--- config.mk ---
export PLATFORM = sky130hd
export DESIGN_NAME = q44_bcd_decoder_flat
export DESIGN_NICKNAME = d
export VERILOG_FILES = /design/src/rtl/q44_bcd_decoder_if.sv /design/src/rtl/q44_bcd_decoder.sv /design/src/flat_wrapper.sv
export SDC_FILE = /design/constraint.sdc
export NUM_CORES = 1
export LEC_CHECK = 0
export CAP_MARGIN = 0
export CORE_ASPECT_RATIO = 2
export CORE_UTILIZATION = 50
export CTS_CLUSTER_SIZE = 8
export DETAILED_ROUTE_END_ITERATION = 12
export GPL_TIMING_DRIVEN = 1
export HOLD_SLACK_MARGIN = 0.12
export PLACE_DENSITY = 0.74
export SYNTH_ARGS = -nofsm -noshare
export SYNTH_HDL_FRONTEND = slang
export SYNTH_SLANG_ARGS = --single-unit
--- constraint.sdc ---
create_clock -name clk -period 4.51 [get_ports clk]
set_clock_uncertainty 0.05 [all_clocks]
set_input_delay 1.1275 -clock clk [delete_from_list [all_inputs] [get_ports clk]]
set_output_delay 1.1275 -clock clk [all_outputs]
set_load 0.02 [all_outputs]
--- src/rtl/q44_bcd_decoder_if.sv ---
// Handshake and result bus between the fixed-point datapath, the Q4.4 BCD
// decoder and the display logic.
interface q44_bcd_decoder_if;
    logic        start;
    logic [7:0]  q_in;
    logic        ovf_in;
    logic        busy;
    logic        done;
    logic [3:0]  int_tens;
    logic [3:0]  int_ones;
    logic [15:0] frac_bcd;
    logic        ovf_out;

    // Requester side: issues operands, observes the decoded digits.
    modport master (
        output start, q_in, ovf_in,
        input  busy, done, int_tens, int_ones, frac_bcd, ovf_out
    );

    // Decoder side.
    modport slave (
        input  start, q_in, ovf_in,
        output busy, done, int_tens, int_ones, frac_bcd, ovf_out
    );
endinterface

--- src/rtl/q44_bcd_decoder.sv ---
// Sequential Q4.4 -> BCD decoder: double-dabble on the integer nibble,
// then repeated multiply-by-10 on the fraction, one digit per cycle.
module q44_bcd_decoder #(
    parameter int FRAC_DIGITS = 4
) (
    input logic                 clk,
    input logic                 rst_n,
    q44_bcd_decoder_if.slave    bus
);
    localparam logic [1:0] S_IDLE = 2'd0;
    localparam logic [1:0] S_INT  = 2'd1;
    localparam logic [1:0] S_FRAC = 2'd2;
    localparam logic [1:0] S_DONE = 2'd3;

    localparam logic [2:0] LAST_FRAC = 3'(FRAC_DIGITS - 1);
    // Unused low digit positions are pushed out as zeros.
    localparam int         PAD_BITS  = 4 * (4 - FRAC_DIGITS);

    logic [1:0]  state;
    logic [2:0]  cnt;
    logic [11:0] sh;        // {tens, ones, binary integer nibble}
    logic [3:0]  frac_r;
    logic [15:0] acc;
    logic        ovf_lat;

    logic        busy_r, done_r, ovf_r;
    logic [3:0]  tens_r, ones_r;
    logic [15:0] frac_bcd_r;

    logic [11:0] sh_adj;
    logic [7:0]  prod;
    logic [15:0] acc_next;

    // Add-3 correction on both BCD nibbles before each shift.
    always_comb begin
        sh_adj = sh;
        if (sh[11:8] >= 4'd5) sh_adj[11:8] = sh[11:8] + 4'd3;
        if (sh[7:4]  >= 4'd5) sh_adj[7:4]  = sh[7:4]  + 4'd3;
    end

    // frac*10 as frac*8 + frac*2; high nibble is the next decimal digit.
    assign prod     = {1'b0, frac_r, 3'b000} + {3'b000, frac_r, 1'b0};
    assign acc_next = {acc[11:0], prod[7:4]};

    // Conversion FSM; visible outputs are only written on the final FRAC step.
    always_ff @(posedge clk or negedge rst_n) begin
        if (!rst_n) begin
            state      <= S_IDLE;
            cnt        <= '0;
            sh         <= '0;
            frac_r     <= '0;
            acc        <= '0;
            ovf_lat    <= 1'b0;
            busy_r     <= 1'b0;
            done_r     <= 1'b0;
            tens_r     <= '0;
            ones_r     <= '0;
            frac_bcd_r <= '0;
            ovf_r      <= 1'b0;
        end else begin
            case (state)
                S_IDLE: begin
                    if (bus.start) begin
                        state   <= S_INT;
                        cnt     <= '0;
                        busy_r  <= 1'b1;
                        sh      <= {8'h00, bus.q_in[7:4]};
                        frac_r  <= bus.q_in[3:0];
                        acc     <= '0;
                        ovf_lat <= bus.ovf_in;
                    end
                end
                S_INT: begin
                    sh  <= {sh_adj[10:0], 1'b0};
                    cnt <= cnt + 3'd1;
                    if (cnt == 3'd3) begin
                        state <= S_FRAC;
                        cnt   <= '0;
                    end
                end
                S_FRAC: begin
                    frac_r <= prod[3:0];
                    acc    <= acc_next;
                    cnt    <= cnt + 3'd1;
                    if (cnt == LAST_FRAC) begin
                        state      <= S_DONE;
                        busy_r     <= 1'b0;
                        done_r     <= 1'b1;
                        tens_r     <= sh[11:8];
                        ones_r     <= sh[7:4];
                        frac_bcd_r <= acc_next << PAD_BITS;
                        ovf_r      <= ovf_lat;
                    end
                end
                default: begin
                    // DONE: one cycle, start is not looked at here.
                    done_r <= 1'b0;
                    state  <= S_IDLE;
                end
            endcase
        end
    end

    assign bus.busy     = busy_r;
    assign bus.done     = done_r;
    assign bus.int_tens = tens_r;
    assign bus.int_ones = ones_r;
    assign bus.frac_bcd = frac_bcd_r;
    assign bus.ovf_out  = ovf_r;
endmodule
--- src/flat_wrapper.sv ---
// flat-port wrapper written by rule: the top's interface ports become plain ports
module q44_bcd_decoder_flat 
#(
    parameter int FRAC_DIGITS = 4
)
  (clk, rst_n, bus_start, bus_q_in, bus_ovf_in, bus_busy, bus_done, bus_int_tens, bus_int_ones, bus_frac_bcd, bus_ovf_out);
  q44_bcd_decoder_if bus_i ();
  input logic clk;
  input logic rst_n;
  input wire logic [$bits(bus_i.start)-1:0] bus_start;
  input wire logic [$bits(bus_i.q_in)-1:0] bus_q_in;
  input wire logic [$bits(bus_i.ovf_in)-1:0] bus_ovf_in;
  output wire logic [$bits(bus_i.busy)-1:0] bus_busy;
  output wire logic [$bits(bus_i.done)-1:0] bus_done;
  output wire logic [$bits(bus_i.int_tens)-1:0] bus_int_tens;
  output wire logic [$bits(bus_i.int_ones)-1:0] bus_int_ones;
  output wire logic [$bits(bus_i.frac_bcd)-1:0] bus_frac_bcd;
  output wire logic [$bits(bus_i.ovf_out)-1:0] bus_ovf_out;
  assign bus_i.start = bus_start;
  assign bus_i.q_in = bus_q_in;
  assign bus_i.ovf_in = bus_ovf_in;
  assign bus_busy = bus_i.busy;
  assign bus_done = bus_i.done;
  assign bus_int_tens = bus_i.int_tens;
  assign bus_int_ones = bus_i.int_ones;
  assign bus_frac_bcd = bus_i.frac_bcd;
  assign bus_ovf_out = bus_i.ovf_out;
  q44_bcd_decoder #(.FRAC_DIGITS(FRAC_DIGITS)) u_core (.clk(clk), .rst_n(rst_n), .bus(bus_i));
endmodule
==> summary.json <==
{
  "status": {
    "status": "complete, no violations"
  },
  "grt": {
    "grt_max_degree": 38,
    "vias_in_the_first_global_route": 2061,
    "overflow": 0,
    "gr-usage-all-layers": 0.200,
    "first_pass_grt_wire_length_mm": 9.38,
    "initial_antenna_violation_count": 0
  },
  "sta": {
    "worstMarginPinSlew_ns": 0.848,
    "hold_viol": 0,
    "unrepaired_setup_endpoints_after_global_routing": "no",
    "post-route-min-period_ns": 2.79,
    "final.period_utilization": 0.618,
    "fin_setup_tns_ns": 0,
    "relSlewSlack": 0.435,
    "timing_max_transition_violations_final": 0,
    "final.hold.worst_slack_ns": 0.427,
    "max_freq_ghz": 0.359,
    "setup_viol": 0
  },
  "power_and_ir_drop": {
    "worst_ir_drop_on_vdd_mv": 0.469,
    "total_power_w": 0.00244,
    "p_leak_nw": 1.62,
    "power_density_nw_per_um2": 676
  },
  "critical_path": {
    "worst-path-buf-inv": 1,
    "crit-reg2reg-capture": "u_core.bus.frac_bcd[10]$_DFFE_PN0P_",
    "worst_ep_required_time_ns": 4.67,
    "setup.worst_path.start_class": "input pin",
    "worst_path_largest_cell_delay_ns": 0.72,
    "worst_reg2reg_path_depth": 5,
    "worst_r2r_startpoint": "u_core.cnt[0]$_DFFE_PN0P_",
    "crit_path_top_delay_cell": "nor2b_1",
    "regToRegSetupSlack_ns": 2.50,
    "critical_path.cell_chain": "clkdlybuf4s50_1 > nor2b_1 > nor2_1 > mux2_2",
    "path_class": "in2reg",
    "cp_top_family": "simple AND/OR/NAND/NOR gates",
    "critical_path.endpoint_type": "flop",
    "crit_fanout": 14,
    "worst-endpoint-arrival_ns": 2.95
  },
  "logic_synthesis": {
    "async_reset_ff_frac": 1.00,
    "postSynthAreaPerCell_um2": 11.2,
    "share_of_cell_area_taken_by_muxes_after_synthesis": 0.136,
    "synth_top_cells_by_count": "61 x dfrtp_1, 27 x o21ai_0, 25 x nand2_1",
    "synth.top_cells.by_area": "dfrtp_1 52%, mux2_2 7.7%, ha_1 5.5%",
    "synth_simple_gate_area_share": 0.0790,
    "synth_instances": 262,
    "synth_xor_xnor_area_share": 0.0120,
    "synth_top_family_by_area": "compound AO/OA/AOI/OAI gates",
    "post-synth-top-count-cell": "dfrtp_1",
    "synth_compound_area_frac": 0.145,
    "synth_top_cell_area_share": 0.521,
    "yosysWarnings": 0,
    "synthesized_area_fraction_occupied_by_adder_cells": 0.0623,
    "synth_area_leader_cell": "dfrtp_1",
    "number_of_synthesized_register_bits": 61,
    "synth_seq_area_share": 0.521,
    "synth_ff_type": "dfrtp_1",
    "syn_nets": 288,
    "synth.cell_area_um2": 2930,
    "synth_edf_count": 0,
    "number_of_distinct_standard_cells_referenced_by_the_synthesized_netlist": 32
  },
  "run": {
    "cap_violations": 0
  },
  "min_path": {
    "hold_depth": 2,
    "hold_path_startpoint": "u_core.bus.int_tens[1]$_DFFE_PN0P_",
    "hp-class": "reg2reg",
    "worst_hold_path.endpoint": "u_core.bus.int_tens[1]$_DFFE_PN0P_"
  },
  "clocking": {
    "cts_buffer_depth": 2,
    "cts_buffer_count": 9,
    "cts_repair_resize_count": 0,
    "post_cts.repair.setup_buffers": 0,
    "worst_setup_hold_path_clk_slew_ns": 0.05,
    "cts-hold-fix-buffers": 0,
    "cts.sink_count": 61,
    "root_buffer_cell": "clkbuf_16",
    "cts_tree": "done",
    "clock_insertion_delay_worst_skew_ns": 0.32,
    "htree_num_levels": 3
  },
  "cells_and_area": {
    "final-instance-count-excl-fill": 367,
    "insertedDiodeCount": 0,
    "fin_util": 0.638,
    "fin_nets": 329,
    "fraction_of_layout_cells_with_a_size_suffix_above_1": 0.131,
    "num-fill-cells": 454,
    "layout-area-overhead-vs-synth_pct": 23.3
  },
  "placement": {
    "placed_cells_incl_taps": 353,
    "place_congestion": 0.818,
    "io_buffer_count": 38,
    "place_hpwl_mm": 3.77
  },
  "detailed_routing": {
    "firstDrtPassIters": 4,
    "drt-initial-drc-count": 52,
    "post_route_ant_nets": 0,
    "drc": 0,
    "dr_total_vias": 2076,
    "routed_wl_mm": 5.55,
    "avgRoutedWirePerCell_um": 15.1,
    "via_per_inst": 5.66
  },
  "floorplan": {
    "std_cell_rows": 39,
    "floorplan.initialDensity": 0.518,
    "ioPinCount": 39,
    "floorplan.die.height_um": 110,
    "dieWidth_um": 56.1,
    "dieArea_um2": 6190,
    "coreArea_um2": 5660
  }
}
-- metal layers --
metal / global-route usage / share of wire
met5: 0 / 0
met4: 0.118 / 0.031
met3: 0.0478 / 0.034
met2: 0.345 / 0.53
met1: 0.224 / 0.41
-- where the power goes --
| group | switching, W | internal [W] | total, W |
|---|---|---|---|
| sequential | 0.000140 | 0.000727 | 0.000867 |
| clock | 0.000217 | 0.000392 | 0.000609 |
| combinational | 0.000527 | 0.000438 | 0.000965 |
-- placed cells by master (no fill, tap or decap), types with 2 or more instances in the layout --
cell type	n
dfrtp_1	61
clkdlybuf4s50_1	37
o21ai_0	27
nand2_1	25
mux2_2	20
inv_1	18
mux2i_1	15
ha_1	13
a22oi_1	10
clkbuf_16	9
a21oi_1	7
o22ai_1	7
nor2_1	7
nand2b_1	6
a22o_1	6
xnor2_1	4
nor2b_1	4
buf_4	4
o31ai_1	3
nor3_1	3
and2_1	2
a32o_1	2
clkbuf_8	2
clkinv_2	2
-- per-stage QoR --
| step | setup WS [ns] | area [um^2] |
|---|---|---|
| floorplan | 2.56 | 2930 |
| global placement | 1.44 | 3350 |
| detailed placement | 1.39 | 3350 |
| CTS | 1.74 | 3610 |
| global route | 1.53 | 3610 |
| finish | 1.72 | 3610 |
-- flip-flops by register name, indices dropped and copies added (netlist names), 2 cells and up --
| register | flops |
|---|---|
| u_core.bus.frac_bcd | 16 |
| u_core.cnt | 3 |
| u_core.bus.int_tens | 4 |
| u_core.frac_r | 4 |
| u_core.acc | 12 |
| u_core.bus.int_ones | 4 |
| u_core.sh | 12 |
| u_core.state | 2 |
-- kinds of logic (layout without fill, tap and decap cells) --
family	after synthesis	count (layout)
buffers and inverters	30	74
adders and majority gates	14	14
muxes	36	36
and+or+nand+nor	50	50
AOI/OAI and AO/OA	67	67
DFF	61	61
xor gates and xnor gates	4	4
-- worst reg2reg max path, delay by kind of cell, from the launching register on --
family,cells,cell delay (ns)
AND/OR/NAND/NOR,1,0.23
multiplexers,1,0.40
flip-flops,1,0.39
buffers and inverters,1,0.36
adder cells (fa/ha/maj),2,0.46
-- worst max-delay path by stage --
stage / from / slack, ns / cells past startpoint / endpoint
2_1_floorplan: bus_start / 2.56 / 5 / u_core.acc[4]$_DFFE_PN0P_
3_3_place_gp: bus_start / 1.44 / 4 / u_core.state[1]$_DFFE_PN0P_
3_5_place_dp: bus_start / 1.39 / 4 / u_core.state[1]$_DFFE_PN0P_
4_1_cts: bus_start / 1.74 / 4 / u_core.state[1]$_DFFE_PN0P_
5_1_grt: bus_start / 1.53 / 4 / u_core.state[1]$_DFFE_PN0P_
6_report: bus_start / 1.72 / 4 / u_core.state[1]$_DFFE_PN0P_
-- cell type report --
class	count	area, um^2	share of cell area
flip-flops and latches	61	1530	0.422
multi-input cells	171	1270	0.352
repair buffers	42	405	0.112
clock buffers	12	256	0.0710
well taps	61	76.3	0.0211
inverters	18	67.6	0.0187
clock inverters	2	10.0	0.00277
No activity file was read; power rests on OpenSTA's default activity.
